**src/rtl/mult_wb_merge_pkg.sv**
```systemverilog
// Shared core constants and types for the multiply/exe writeback merge.
package mult_wb_merge_pkg;

  localparam int unsigned CoreXlen  = 32;
  localparam int unsigned CoreRaddr = 5;

  // RISC-V OP opcode and the M-extension funct7 that marks multiply/divide.
  localparam logic [6:0] OpcodeOp     = 7'b0110011;
  localparam logic [6:0] Funct7MulDiv = 7'b0000001;

  typedef enum logic [1:0] {
    SelNone,
    SelMult,
    SelHold,
    SelExe
  } wb_sel_e;

endpackage

```
**src/rtl/wb_hold_entry.sv**
```systemverilog
// Single-entry holding register for an exe result displaced by a multiply writeback.
module wb_hold_entry #(
  parameter int unsigned XLEN  = 32,
  parameter int unsigned RADDR = 5
) (
  input  logic             clk_i,
  input  logic             rst_i,
  input  logic             load_i,
  input  logic             clear_i,
  input  logic [XLEN-1:0]  data_i,
  input  logic [RADDR-1:0] addr_i,
  input  logic [XLEN-1:0]  instr_i,
  input  logic [XLEN-1:0]  pc_i,
  output logic             full_o,
  output logic [XLEN-1:0]  data_o,
  output logic [RADDR-1:0] addr_o,
  output logic [XLEN-1:0]  instr_o,
  output logic [XLEN-1:0]  pc_o
);

  logic             full_q, full_d;
  logic [XLEN-1:0]  data_q, instr_q, pc_q;
  logic [RADDR-1:0] addr_q;

  // Clear wins over load so a flush can never leave a stale entry behind.
  always_comb begin
    full_d = full_q;
    if (clear_i) begin
      full_d = 1'b0;
    end else if (load_i) begin
      full_d = 1'b1;
    end
  end

  always_ff @(posedge clk_i or posedge rst_i) begin
    if (rst_i) begin
      full_q  <= 1'b0;
      data_q  <= '0;
      addr_q  <= '0;
      instr_q <= '0;
      pc_q    <= '0;
    end else begin
      full_q <= full_d;
      if (load_i && !clear_i) begin
        data_q  <= data_i;
        addr_q  <= addr_i;
        instr_q <= instr_i;
        pc_q    <= pc_i;
      end
    end
  end

  assign full_o  = full_q;
  assign data_o  = data_q;
  assign addr_o  = addr_q;
  assign instr_o = instr_q;
  assign pc_o    = pc_q;

endmodule

```
**src/rtl/mult_wb_merge.sv**
```systemverilog
// Merges the multiply pipeline and exe results into one registered writeback port.
module mult_wb_merge
  import mult_wb_merge_pkg::*;
#(
  parameter int unsigned XLEN  = CoreXlen,
  parameter int unsigned RADDR = CoreRaddr
) (
  input  logic             clk_i,
  input  logic             rst_i,
  input  logic             kill_i,
  input  logic [XLEN-1:0]  mult5_int_write_data_i,
  input  logic [RADDR-1:0] mult5_write_addr_i,
  input  logic             mult5_int_write_enable_i,
  input  logic [XLEN-1:0]  mult5_instruction_i,
  input  logic [XLEN-1:0]  mult5_pc_i,
  input  logic [XLEN-1:0]  exe_int_write_data_i,
  input  logic [RADDR-1:0] exe_write_addr_i,
  input  logic             exe_int_write_enable_i,
  input  logic [XLEN-1:0]  exe_instruction_i,
  input  logic [XLEN-1:0]  exe_pc_i,
  output logic [XLEN-1:0]  wb_int_write_data_o,
  output logic [RADDR-1:0] wb_write_addr_o,
  output logic             wb_int_write_enable_o,
  output logic [XLEN-1:0]  wb_instruction_o,
  output logic [XLEN-1:0]  wb_pc_o,
  output logic             exe_stall_o
);

  logic             hold_full, hold_load, hold_clear;
  logic [XLEN-1:0]  hold_data, hold_instr, hold_pc;
  logic [RADDR-1:0] hold_addr;
  logic             exe_valid;
  wb_sel_e          sel;

  logic [XLEN-1:0]  wb_data_q, wb_data_d, wb_instr_q, wb_instr_d, wb_pc_q, wb_pc_d;
  logic [RADDR-1:0] wb_addr_q, wb_addr_d;
  logic             wb_we_q, wb_we_d;

  // Exe inputs are ignored while stalled and discarded on a flush.
  assign exe_valid = exe_int_write_enable_i & ~hold_full & ~kill_i;

  // An x0 exe result is never parked: it would write nothing anyway.
  assign hold_load  = mult5_int_write_enable_i & exe_valid & (exe_write_addr_i != '0);
  assign hold_clear = kill_i | (hold_full & ~mult5_int_write_enable_i);

  always_comb begin
    sel = SelNone;
    if (mult5_int_write_enable_i) begin
      sel = SelMult;
    end else if (hold_full && !kill_i) begin
      sel = SelHold;
    end else if (exe_valid) begin
      sel = SelExe;
    end
  end

  always_comb begin
    wb_data_d  = '0;
    wb_addr_d  = '0;
    wb_instr_d = '0;
    wb_pc_d    = '0;
    unique case (sel)
      SelMult: begin
        wb_data_d  = mult5_int_write_data_i;
        wb_addr_d  = mult5_write_addr_i;
        wb_instr_d = mult5_instruction_i;
        wb_pc_d    = mult5_pc_i;
      end
      SelHold: begin
        wb_data_d  = hold_data;
        wb_addr_d  = hold_addr;
        wb_instr_d = hold_instr;
        wb_pc_d    = hold_pc;
      end
      default: begin
        if (!hold_full) begin
          wb_data_d  = exe_int_write_data_i;
          wb_addr_d  = exe_write_addr_i;
          wb_instr_d = exe_instruction_i;
          wb_pc_d    = exe_pc_i;
        end
      end
    endcase
    wb_we_d = (sel != SelNone) && (wb_addr_d != '0);
  end

  always_ff @(posedge clk_i or posedge rst_i) begin
    if (rst_i) begin
      wb_data_q  <= '0;
      wb_addr_q  <= '0;
      wb_we_q    <= 1'b0;
      wb_instr_q <= '0;
      wb_pc_q    <= '0;
    end else begin
      wb_data_q  <= wb_data_d;
      wb_addr_q  <= wb_addr_d;
      wb_we_q    <= wb_we_d;
      wb_instr_q <= wb_instr_d;
      wb_pc_q    <= wb_pc_d;
    end
  end

  wb_hold_entry #(
    .XLEN  (XLEN),
    .RADDR (RADDR)
  ) u_hold (
    .clk_i   (clk_i),
    .rst_i   (rst_i),
    .load_i  (hold_load),
    .clear_i (hold_clear),
    .data_i  (exe_int_write_data_i),
    .addr_i  (exe_write_addr_i),
    .instr_i (exe_instruction_i),
    .pc_i    (exe_pc_i),
    .full_o  (hold_full),
    .data_o  (hold_data),
    .addr_o  (hold_addr),
    .instr_o (hold_instr),
    .pc_o    (hold_pc)
  );

  assign wb_int_write_data_o   = wb_data_q;
  assign wb_write_addr_o       = wb_addr_q;
  assign wb_int_write_enable_o = wb_we_q;
  assign wb_instruction_o      = wb_instr_q;
  assign wb_pc_o               = wb_pc_q;
  assign exe_stall_o           = hold_full;

endmodule
```
**config.mk**
```make
export PLATFORM = sky130hd
export DESIGN_NAME = mult_wb_merge
export DESIGN_NICKNAME = d
export VERILOG_FILES = /design/src/rtl/mult_wb_merge_pkg.sv /design/src/rtl/wb_hold_entry.sv /design/src/rtl/mult_wb_merge.sv
export SDC_FILE = /design/constraint.sdc
export NUM_CORES = 1
export LEC_CHECK = 0
export CAP_MARGIN = 20
export CORE_ASPECT_RATIO = 1.4
export CORE_UTILIZATION = 30
export DETAILED_ROUTE_END_ITERATION = 16
export HOLD_SLACK_MARGIN = 0.05
export PLACE_DENSITY = 0.53
export SYNTH_ARGS = -nofsm -noshare
export SYNTH_HDL_FRONTEND = slang
export SYNTH_HIERARCHICAL = 1
export SYNTH_SLANG_ARGS = --single-unit
```
**constraint.sdc**
```tcl
create_clock -name clk_i -period 5.9 [get_ports clk_i]
set_clock_uncertainty 0.15 [all_clocks]
set_input_delay 1.18 -clock clk_i [delete_from_list [all_inputs] [get_ports clk_i]]
set_output_delay 1.18 -clock clk_i [all_outputs]
set_load 0.005 [all_outputs]
```
==> flow_summary_export.csv <==
group,metric,value,unit
global_route,grt_pass1_wl,40140,µm
power_and_ir_drop,internal_power,3237,µW
critical_path,crit_path_start_kind,"primary input",
critical_path,required,6.19,ns
cts,cts_tree,"done",
logic_synthesis,synth_area_leader_cell,"dfrtp_1",
power_and_ir_drop,power_switching,991.8,µW
critical_path,regToRegStartpoint,"u_hold/full_o",
global_route,grt_pass1_vias,6798,
floorplan,die_height,206.3,µm
logic_synthesis,synth_flop_cell,"dfrtp_1",
timing,setup_violations,0,
timing,tightestPinTransition,0.8230,ns
logic_synthesis,netlist_instances,585,
drt,dr.pass1.iters,4,
placed_design,placed_area,0.01218,mm²
worst_hold_path,whs_endpoint,"u_hold/instr_o[1]",
timing,finalMaxSlewViolations,0,
power_and_ir_drop,p_leak,0.005747,µW
cts,hold_buffers,0,
cts,cts_sinks,204,
cts,post_cts_buffers,0,
drt,post_drt_wl_per_cell,20.92,µm
critical_path,worstPathMaxFanout,49,
worst_hold_path,holdPathStages,1,
floorplan,row_count,74,
logic_synthesis,synthTopCellsByCount,"dfrtp_1, a22o_1, mux2_4",
global_route,overflow,0,
placed_design,hpwl,16790,µm
timing,finalHoldViolCount,0,
logic_synthesis,yosysSeqAreaShare,57.08,%
logic_synthesis,yosys_warnings,6,
floorplan,coreArea,0.02926,mm²
power_and_ir_drop,max-vdd-ir-drop,185.6,µV
drt,routed_wl,26590,µm
drt,first_iter_violations,151,
cts,clk_pin_slew_worst_paths,0.06,ns
logic_synthesis,synth_edf_count,0,
logic_synthesis,yosysUniqueCellTypes,22,
critical_path,worst_r2r_path_depth,6,
worst_hold_path,hp-start,"u_hold/instr_o[1]",
drt,via_per_inst,4.895,
placed_design,numPortBuffers,309,
final_layout,area_delta_synth_final,45.79,%
floorplan,initial_core_util,30.57,%
timing,period_minus_slack,3.665,ns
final_layout,final_layout_size_suffix_gt1_share,17.53,%
final_layout,nNetsFinal,1084,
timing,clock.fmax,272.9,MHz
timing,rsz0062_at_grt,"false",
cts,cts_root_buf,"clkbuf_16",
critical_path,rrSetupSlack,2.84,ns
power_and_ir_drop,swShare,23.45,%
run_status,status,"completed",
power_and_ir_drop,p_seq_share,42.1,%
power_and_ir_drop,p_clk_share,37.1,%
timing,fin_setup_tns,0,ns
floorplan,num_io_pins,310,
final_layout,fin_area,0.01304,mm²
critical_path,endpoint_kind,"register",
power_and_ir_drop,power_density,324.3,mW/mm²
timing,relSlewSlack,45.02,%
global_route,antenna_found_initial,0,
logic_synthesis,synth_area_leaders,"dfrtp_1, a22o_1, mux2_4, buf_12, mux2_2",
global_route,grt_max_degree,71,
placed_design,place.gp.congestion,0.6898,
cts,clkLatencyLatePin,0.50,ns
logic_synthesis,yosysMostFrequentCell,"dfrtp_1",
critical_path,crit_arrival,3.95,ns
cts,htree_levels,1,
worst_hold_path,min_path_type,"register to register",
cts,post_cts_resized,0,
floorplan,die-width,147.9,µm
logic_synthesis,syn-num-nets,794,
drt,ant_nets,0,
critical_path,crit_type,"primary input to register",
floorplan,die_area,0.03052,mm²
logic_synthesis,netlist.area_leader.share,57.08,%
power_and_ir_drop,p_comb_share,20.8,%
logic_synthesis,ys_ff_latch,204,
logic_synthesis,syn_area_per_cell,15.29,µm²
critical_path,r2r_end,"wb_int_write_data_o[11]",
timing,period_share,62.11,%
logic_synthesis,async_reset_ff_share,100.0,%
global_route,grt_usage,17.11,%
logic_synthesis,syn_area,0.008944,mm²
drt,drc,0,
cts,cts_buffers,22,
drt,vias,6222,
job,maxCapViolCount,0,
cts,cts_buffer_depth,3,
-- how the worst max path moves through the flow --
stage	from	end	slack (ns)	cells after the start
CTS	exe_int_write_enable_i	wb_int_write_enable_o	2.18	8
detailed placement	exe_int_write_enable_i	wb_int_write_enable_o	1.67	8
floorplan	rst_i	u_hold/addr_o[0]	1.89	1
finish	exe_int_write_enable_i	wb_int_write_data_o[11]	2.24	7
global route	exe_int_write_enable_i	wb_instruction_o[31]	2.01	7
global placement	exe_int_write_enable_i	wb_int_write_enable_o	1.69	8
-- state kept, by name (all words and copies together) (netlist names) --
| register | cells |
|---|---|
| u_hold/addr_o | 5 |
| u_hold/data_o | 32 |
| u_hold/full_o | 1 |
| u_hold/instr_o | 32 |
| u_hold/pc_o | 32 |
| wb_instruction_o | 32 |
| wb_int_write_data_o | 32 |
| wb_int_write_enable_o | 1 |
| wb_pc_o | 32 |
| wb_write_addr_o | 5 |
-- routing by layer --
| metal | vias to the layer above | part of all wire [%] | routed length [µm] | global-route usage [%] |
|---|---|---|---|---|
| li1 | 2821 | - | - | - |
| met1 | 3156 | 42 | 11280 | 21.86 |
| met2 | 217 | 50 | 13180 | 29.31 |
| met3 | 28 | 6.6 | 1746 | 3.841 |
| met4 | 0 | 1.4 | 384 | 3.903 |
| met5 | - | 0 | 0 | 0 |
-- placed cells by master (no fill, tap or decap), drive strengths merged --
cell	synthesis	final
buf	45	12
mux2	101	101
inv	4	4
nor2b	1	1
nor2	7	7
nor3	2	2
bufinv	0	6
clkdlybuf4s50	0	308
ha	2	2
a21oi	2	2
nand2	2	2
diode	0	1
nor3b	1	1
clkinvlp	0	2
clkinv	0	4
a22o	201	201
clkbuf	9	27
dfrtp	204	204
nand2b	1	1
a21o	1	1
o21ai	2	2
-- layout make-up --
class                           instances  area, µm²
Fill cell                            2710      16220
Sequential cell                       204       5105
Multi-Input combinational cell        323       3392
Timing Repair Buffer                  320       3218
Clock buffer                           27      610.6
Tap cell                              380      475.5
Clock inverter                         12      215.2
Inverter                                4      20.02
Antenna cell                            1      2.502
-- kinds of logic after synthesis --
group	synth area share, %
compound gates	19.99
flops	57.08
mux	16.49
buf+inv	5.274
simple gates	0.8814
fa+ha+maj	0.2798
-- metrics by stage --
stage               power (µW)  util, %  hold slack (ns)  worst slack, ns  std cells
CTS                       4292    44.46           0.3631            2.182       1269
floorplan                 2258        -           0.3319            1.895        585
detailed placement        2690    41.64           0.3448            1.668       1230
global placement          2683    41.64           0.3404            1.692       1230
global route              4422    44.56           0.3732            2.014       1270
finish                    4229    44.56           0.3589            2.235       1271
-- critical path, stage by stage --
cell and delay, ns:
clkdlybuf4s50_1 0.47, nor3b_1 0.26, nor2_1 0.16, ha_4 0.45, nor2_4 0.62, buf_4 0.53, a22o_1 0.23
-- power by group through the flow --
| stage | logic, µW | registers, µW | clock network, µW |
|---|---|---|---|
| after floorplan | 473 | 1790 | 0 |
| after global placement | 879 | 1800 | 0 |
| after detailed placement | 887 | 1800 | 0 |
| after CTS | 893 | 1780 | 1620 |
| after global routing | 946 | 1810 | 1670 |
| final | 880 | 1780 | 1570 |
Power figures use the tool's default switching activity.
